==> src/rtl/mult_arbiter_if.sv <==
// rtl/mult_arbiter_if.sv - requester-side req/gnt/done bus shared by N controllers
interface mult_arbiter_if #(parameter int N = 2);
    logic [N-1:0]   req;
    logic [8*N-1:0] a;
    logic [8*N-1:0] b;
    logic [N-1:0]   gnt;
    logic [N-1:0]   done;
    logic [15:0]    y;

    modport master (output req, a, b, input gnt, done, y);
    modport slave  (input req, a, b, output gnt, done, y);
endinterface

==> src/rtl/mult_arbiter.sv <==
// rtl/mult_arbiter.sv - round-robin arbiter sequencing N requesters onto one shared mult
module mult_arbiter #(
    parameter int N = 2
) (
    input  logic          clk_i,
    input  logic          rst_n_i,
    mult_arbiter_if.slave rq,
    output logic          busy_o,
    output logic          mult_rst_o,
    output logic [7:0]    mult_a_o,
    output logic [7:0]    mult_b_o,
    input  logic          mult_busy_i,
    input  logic [15:0]   mult_y_i
);

    typedef enum logic [1:0] {S_IDLE, S_START, S_WAIT, S_DONE} state_t;

    state_t      state_q, state_d;
    logic [1:0]  ptr_q, ptr_d;
    logic [1:0]  win_q, win_d;
    logic [N-1:0] gnt_q, gnt_d;
    logic [N-1:0] done_q, done_d;
    logic [15:0] y_q, y_d;
    logic        mult_rst_q, mult_rst_d;
    logic [7:0]  a_q, a_d;
    logic [7:0]  b_q, b_d;

    // Widened copies let a 2-bit index address any slot for every legal N.
    logic [3:0]  req_ext;
    logic [31:0] a_ext;
    logic [31:0] b_ext;
    logic [3:0]  pick_onehot;
    logic        found;
    logic [1:0]  pick;
    logic [2:0]  cand;
    logic [2:0]  ptr_next;

    assign req_ext     = 4'(rq.req);
    assign a_ext       = 32'(rq.a);
    assign b_ext       = 32'(rq.b);
    assign pick_onehot = 4'b0001 << pick;

    always_comb begin : pick_winner
        found = 1'b0;
        pick  = ptr_q;
        cand  = '0;
        for (int i = 0; i < N; i++) begin
            cand = {1'b0, ptr_q} + 3'(i);
            if (cand >= 3'(N)) cand = cand - 3'(N);
            if (!found && req_ext[cand[1:0]]) begin
                found = 1'b1;
                pick  = cand[1:0];
            end
        end
    end

    always_comb begin : next_ptr
        ptr_next = {1'b0, win_q} + 3'd1;
        if (ptr_next >= 3'(N)) ptr_next = '0;
    end

    always_ff @(posedge clk_i or negedge rst_n_i) begin
        if (!rst_n_i) begin
            state_q    <= S_IDLE;
            ptr_q      <= '0;
            win_q      <= '0;
            gnt_q      <= '0;
            done_q     <= '0;
            y_q        <= '0;
            mult_rst_q <= 1'b0;
            a_q        <= '0;
            b_q        <= '0;
        end else begin
            state_q    <= state_d;
            ptr_q      <= ptr_d;
            win_q      <= win_d;
            gnt_q      <= gnt_d;
            done_q     <= done_d;
            y_q        <= y_d;
            mult_rst_q <= mult_rst_d;
            a_q        <= a_d;
            b_q        <= b_d;
        end
    end

    always_comb begin : fsm
        state_d    = state_q;
        ptr_d      = ptr_q;
        win_d      = win_q;
        gnt_d      = gnt_q;
        done_d     = done_q;
        y_d        = y_q;
        mult_rst_d = mult_rst_q;
        a_d        = a_q;
        b_d        = b_q;
        case (state_q)
            S_IDLE: begin
                if (found) begin
                    win_d      = pick;
                    gnt_d      = pick_onehot[N-1:0];
                    a_d        = a_ext[{pick, 3'b000} +: 8];
                    b_d        = b_ext[{pick, 3'b000} +: 8];
                    mult_rst_d = 1'b1;
                    state_d    = S_START;
                end
            end
            S_START: begin
                mult_rst_d = 1'b0;
                state_d    = S_WAIT;
            end
            S_WAIT: begin
                // The grant vector already encodes the winner as one-hot.
                if (!mult_busy_i) begin
                    y_d     = mult_y_i;
                    done_d  = gnt_q;
                    state_d = S_DONE;
                end
            end
            S_DONE: begin
                done_d  = '0;
                gnt_d   = '0;
                ptr_d   = ptr_next[1:0];
                state_d = S_IDLE;
            end
            default: state_d = S_IDLE;
        endcase
    end

    assign rq.gnt     = gnt_q;
    assign rq.done    = done_q;
    assign rq.y       = y_q;
    assign busy_o     = (state_q != S_IDLE);
    assign mult_rst_o = mult_rst_q;
    assign mult_a_o   = a_q;
    assign mult_b_o   = b_q;

endmodule

==> src/flat_wrapper.sv <==
// flat-port wrapper written by rule: the top's interface ports become plain ports
module mult_arbiter_flat 
#(
    parameter int N = 2
)
  (clk_i, rst_n_i, busy_o, mult_rst_o, mult_a_o, mult_b_o, mult_busy_i, mult_y_i, rq_req, rq_a, rq_b, rq_gnt, rq_done, rq_y);
  mult_arbiter_if #(.N(N)) rq_i ();
  input  logic clk_i;
  input  logic rst_n_i;
  output logic busy_o;
  output logic mult_rst_o;
  output logic [7:0] mult_a_o;
  output logic [7:0] mult_b_o;
  input  logic mult_busy_i;
  input  logic [15:0] mult_y_i;
  input wire logic [$bits(rq_i.req)-1:0] rq_req;
  input wire logic [$bits(rq_i.a)-1:0] rq_a;
  input wire logic [$bits(rq_i.b)-1:0] rq_b;
  output wire logic [$bits(rq_i.gnt)-1:0] rq_gnt;
  output wire logic [$bits(rq_i.done)-1:0] rq_done;
  output wire logic [$bits(rq_i.y)-1:0] rq_y;
  assign rq_i.req = rq_req;
  assign rq_i.a = rq_a;
  assign rq_i.b = rq_b;
  assign rq_gnt = rq_i.gnt;
  assign rq_done = rq_i.done;
  assign rq_y = rq_i.y;
  mult_arbiter #(.N(N)) u_core (.clk_i(clk_i), .rst_n_i(rst_n_i), .rq(rq_i), .busy_o(busy_o), .mult_rst_o(mult_rst_o), .mult_a_o(mult_a_o), .mult_b_o(mult_b_o), .mult_busy_i(mult_busy_i), .mult_y_i(mult_y_i));
endmodule
==> config.mk <==
export PLATFORM = sky130hd
export DESIGN_NAME = mult_arbiter_flat
export DESIGN_NICKNAME = d
export VERILOG_FILES = /design/src/rtl/mult_arbiter_if.sv /design/src/rtl/mult_arbiter.sv /design/src/flat_wrapper.sv
export SDC_FILE = /design/constraint.sdc
export NUM_CORES = 1
export LEC_CHECK = 0
export ABC_CLOCK_PERIOD_IN_PS = 2430
export BUFFER_PORTS_ARGS = -buffer_cell sky130_fd_sc_hd__buf_2
export CAP_MARGIN = 20
export CORE_MARGIN = 2
export CORE_UTILIZATION = 46
export CTS_CLUSTER_SIZE = 14
export DETAILED_ROUTE_END_ITERATION = 16
export PLACE_DENSITY_LB_ADDON = 0.15
export SYNTH_ARGS = -nofsm -noshare
export SYNTH_HDL_FRONTEND = slang
export SYNTH_SLANG_ARGS = --single-unit
==> constraint.sdc <==
create_clock -name clk_i -period 2.43 [get_ports clk_i]
set_clock_uncertainty 0.15 [all_clocks]
set_input_delay 0.3645 -clock clk_i [delete_from_list [all_inputs] [get_ports clk_i]]
set_output_delay 0.3645 -clock clk_i [all_outputs]
set_load 0.05 [all_outputs]
* Word level (Yosys, flattened, before mapping) *
Index checks and enable logic that the tools add are counted.

word-level totals
  flip-flop bits (word level) = 43
  latch bits = 0
  RAM bits = 0
  bits in read-only memories = 0
  logic and storage cells = 60
  memories kept = 0

operators by class
  add/subtract/negate cells = 4
  multiply operators = 0
  divide/modulo/power cells = 0
  magnitude comparators = 5
  equality and inequality tests = 5
  shifts and indexed selects = 3
  multiplexer cells = 20
  bitwise logic cells = 1
  reduce and logical (&&, ||, !) cells = 13

operators with widths
  cell                 count
  $shiftx 32x6->8      2
  $mux 2               9
  $reduce_and 2->1     6
  $pmux 2 s2           2
  $pmux 2 s4           1
  $reduce_bool 2->1    4
  $add 2x1->3 const B  2
  $ge 3x2->1 const B   2
  $lt 2x3->1 const B   2
  $mux 1               5
  $bmux 1 s2           2
  $eq 2x2->1 const B   2
  $sub 2x2->2 const B  2
  $eq 2x1->1 const B   1
  $ge 2x2->1 const B   1
  $logic_not 2->1      1
  $ne 2x1->1 const B   1
  $ne 2x2->1 const B   1
  $pmux 1 s2           1
  $shl 1x2->2 const A  1
  $logic_and 1x1->1    1
  $logic_not 1->1      1
  $not 1->1            1

* Longest topological paths before layout *
  depth in word-level cells = 11
  gate-level depth with buffers = 7
  gate-level depth less buffers = 6

* Least setup slack after synthesis *
OpenSTA, ideal clock, no wires.

  kind = register to register
  from = register u_core.state_q[0]
  to = register u_core.state_q[1]
  setup time = 0.125 ns
  arrival = 1.660 ns
  setup slack = 0.495 ns
  stages on the path, launching flop included = 7
  path buffers = 0
  period minus slack after synthesis = 1.935 ns
  path through = dfrtp_1 > inv_1 > ha_1 > inv_1 > nor3_4 > a21oi_2 > mux2_2

on the way
  longest elaborated chain between the ends = 3
  elaborated cells between the ends (all ways) = 8
  those cells by class = eq/ne: 5; mux: 1; reduce/logical: 2

ends and longest elaborated chain
  item                                                       line                RTL
  from (decl)                                                mult_arbiter.sv:18  state_t state_q, state_d;
  from (signal assigned)                                     mult_arbiter.sv:74  state_q <= state_d;
  $eq 2x2->1 or $logic_not 2->1 (tied branches)              mult_arbiter.sv:96  case (state_q)
  $ne 2x2->1 (no source line) or $ne 2x1->1 (tied branches)  -
  $reduce_and 2->1 (no source line)                          -

Several ways; a longest one is shown, not always the timed one.
A chain may end at the register's enable or synchronous reset.

* Worst setup path in the final report *
  from = register u_core.state_q[0]
  to = output busy_o

on the way
  longest elaborated chain between the ends = 1

ends and longest elaborated chain
  item               line                 RTL
  $reduce_bool 2->1  mult_arbiter.sv:132  assign busy_o = (state_q != S_IDLE);
  to (decl)          flat_wrapper.sv:10   output logic busy_o;

No other way between the ends.

==> reports/metrics.yaml <==
synth_fp_nets: 223
cp_slowest_cell: "dfrtp_1"
ir_drop_v: 0.0007886
die_x_um: 68.89
drtIter0Drc: 64
cts-resized-gates: 0
post-cts-setup-buffers: 0
worst-path-stages: 4
grt_pass1_vias: 1432
syn2layout_area_growth_pct: 31.07
hold_slack_ps: -16.02
combPwrFrac: 0.563
m1WireLength_um: 1662
wl_um: 3980
num_vias: 1524
final_cells: 309
final_nets: 317
relSlewSlack: 0.5651
cts_tree: "yes"
grt_first_pass_wirelength_um: 6368
cts_buffers: 5
cts_num_sinks: 43
postSynthAreaPerCell_um2: 11.81
numPortBuffers: 90
synth_edf_count: 0
gp_congestion: 0.8026
root_buffer: "clkbuf_8"
clk_pin_slew_worst_paths_ps: 80
yosysMostFrequentCell: "dfrtp_1"
syn_inst: 164
antenna_cells: 0
rows: 23
synth_top_cell_area_share: 0.5556
synth_cell_type_count: 27
worst_slack_ps: 423.2
grt-ovfl-total: 0
ys_seq_area_frac: 0.5556
synth_ff_type: "dfrtp_1"
status: "finished, violations left"
drc: 0
synth-seq-cells: 43
violations: "negative hold slack"
r2r_cells: 5
crit_type: "reg2out"
dp.cells: 301
worstPathMaxFanout: 6
fp.dieArea_um2: 4746
min_period_over_period: 0.8258
critPathBufInv: 3
switching_power_mw: 2.083
fp.coreArea_um2: 4029
cts_max_path_buffers: 2
crit_top_cell: "inv_1"
fin_crit_ps: 2007
yosys.area.top_type: "dfrtp_1"
endpoint_kind: "primary output"
hold_buffers: 0
first_pass_iters: 4
final_hold_viol_count: 24
grt.total_usage: 0.1789
total_leakage_power_nw: 1.292
synth.area.top_cells: "dfrtp_1, mux2_2, a22oi_1, ha_1, o21ai_1"
die_h_um: 68.89
grt_start_max_net_pins: 44
synthesis.area_um2: 1937
place_hpwl_um: 3070
htree_levels: 2
setup-violations-final: 0
startpoint_type: "flop"
p_int_mw: 2.046
min_path_type: "in2async"
cp_top_family: "buffers and inverters"
finalMaxSlewViolations: 0
max_freq_mhz: 498.3
ant_nets: 0
yosys_warnings: 0
netlist_top_cells_count: "dfrtp_1, mux2_2, nand2_1"
path_cells: "inv_1 > ha_1 > inv_1 > buf_2"
arrival_ps: 1490
fin_util: 0.6301
n_fill_cell: 348
drv_cap: 0
finalSetupTns_ps: 0
dr.max_layer_used: "met4"
sw_frac_of_total: 0.5045
clock_latency_ps: 280
clkPwrFrac: 0.136
viasPerCell: 4.932
drive_above_1_share: 0.4903
io-pin-count: 91
seq_power_share: 0.301
antenna_found_initial: 0
async_flop_share: 1.000
pre_cts_ws_ps: 514.6
power_density_nw_per_um2: 1626
dr_wl_met2_um: 1974
dr_wl_met3_um: 310
tightestPinTransition_ps: 652.4
rsz0062_at_grt: "no"
start_util: 0.4807
cpPeakStageDelay_ps: 390
wire_per_inst_um: 12.88
cp.required_ps: 1920
==> final timing paths <==
kind                               startpoint                  to  slack (ps)
min in group clk_i                mult_y_i[4]      u_core.rq.y[4]         150
min                                   rst_n_i      u_core.rq.y[5]         -20
max in group asynchronous             rst_n_i     u_core.rq.y[11]        1780
max reg2reg                 u_core.state_q[0]     u_core.rq.y[15]         520
max                         u_core.state_q[0]              busy_o         420
min reg2reg                u_core.mult_b_o[7]  u_core.mult_b_o[7]         330
==> metal layers <==
metal  vias up  global-route usage
met5         -                   0
met4         0             0.04412
met3         4             0.04545
met2        56              0.3113
met1       702              0.2221
li1        762                   -
==> layout by cell type, fill, tap and decap left out <==
master and instances:
clkbuf_8 6, nor2_1 1, mux2_2 18, o21ai_0 8, a21oi_2 1, buf_2 90, and2_1 1, clkinv_2 1
dfrtp_1 43, nor2b_1 4, o22a_1 1, a21oi_1 6, o21ai_1 14, nand2b_2 1, nor3_4 1, a22oi_1 16
a21o_1 1, nand2_1 18, bufinv_16 1, inv_1 7, o21ai_2 1, nor2b_2 1, buf_4 4, and3_1 2
nor3b_1 1, nand3_1 3, a21boi_2 1, ha_1 6, o31ai_4 1
==> cell families (layout without fill, tap and decap cells) <==
kind of cell	after synthesis	in the layout	share of synthesized area
and+or+nand+nor	33	33	0.08850
buffers and inverters	14	109	0.04393
DFF	43	43	0.5556
AOI/OAI and AO/OA	50	50	0.1686
muxes	18	18	0.1046
adders and majority gates	6	6	0.03876
==> power by group through the flow <==
stage                     Sequential, mW  Clock (mW)  Combinational, mW
after floorplan                     2.28           0              0.803
after global placement              1.26           0               2.31
after detailed placement            1.26           0               2.35
after CTS                           1.25       0.580               2.35
after global routing                1.30       0.616               2.52
final                               1.24       0.562               2.33
==> cell type report <==
class / instances / area [um^2] / area share
Clock buffer: 6 / 82.58 / 0.03253
Sequential cell: 43 / 1076 / 0.4239
Multi-Input combinational cell: 107 / 775.7 / 0.3056
Inverter: 7 / 26.28 / 0.01035
Clock inverter: 2 / 35.03 / 0.01380
Tap cell: 50 / 62.56 / 0.02464
Timing Repair Buffer: 94 / 480.5 / 0.1893
==> flip-flops by register name (all words and copies together) (netlist names) <==
register and cells:
u_core.rq.gnt 2, u_core.rq.done 2, u_core.state_q 2, u_core.mult_a_o 8, u_core.ptr_q 2, u_core.mult_b_o 8
u_core.win_q 2, u_core.rq.y 16, u_core.mult_rst_o 1
==> metrics by stage <==
stage / power [mW] / instance area (um^2)
global placement: 3.565 / 2421
finish: 4.129 / 2539
global route: 4.430 / 2539
floorplan: 3.083 / 1937
CTS: 4.179 / 2539
detailed placement: 3.608 / 2421
No activity file was read; power rests on OpenSTA's default activity.
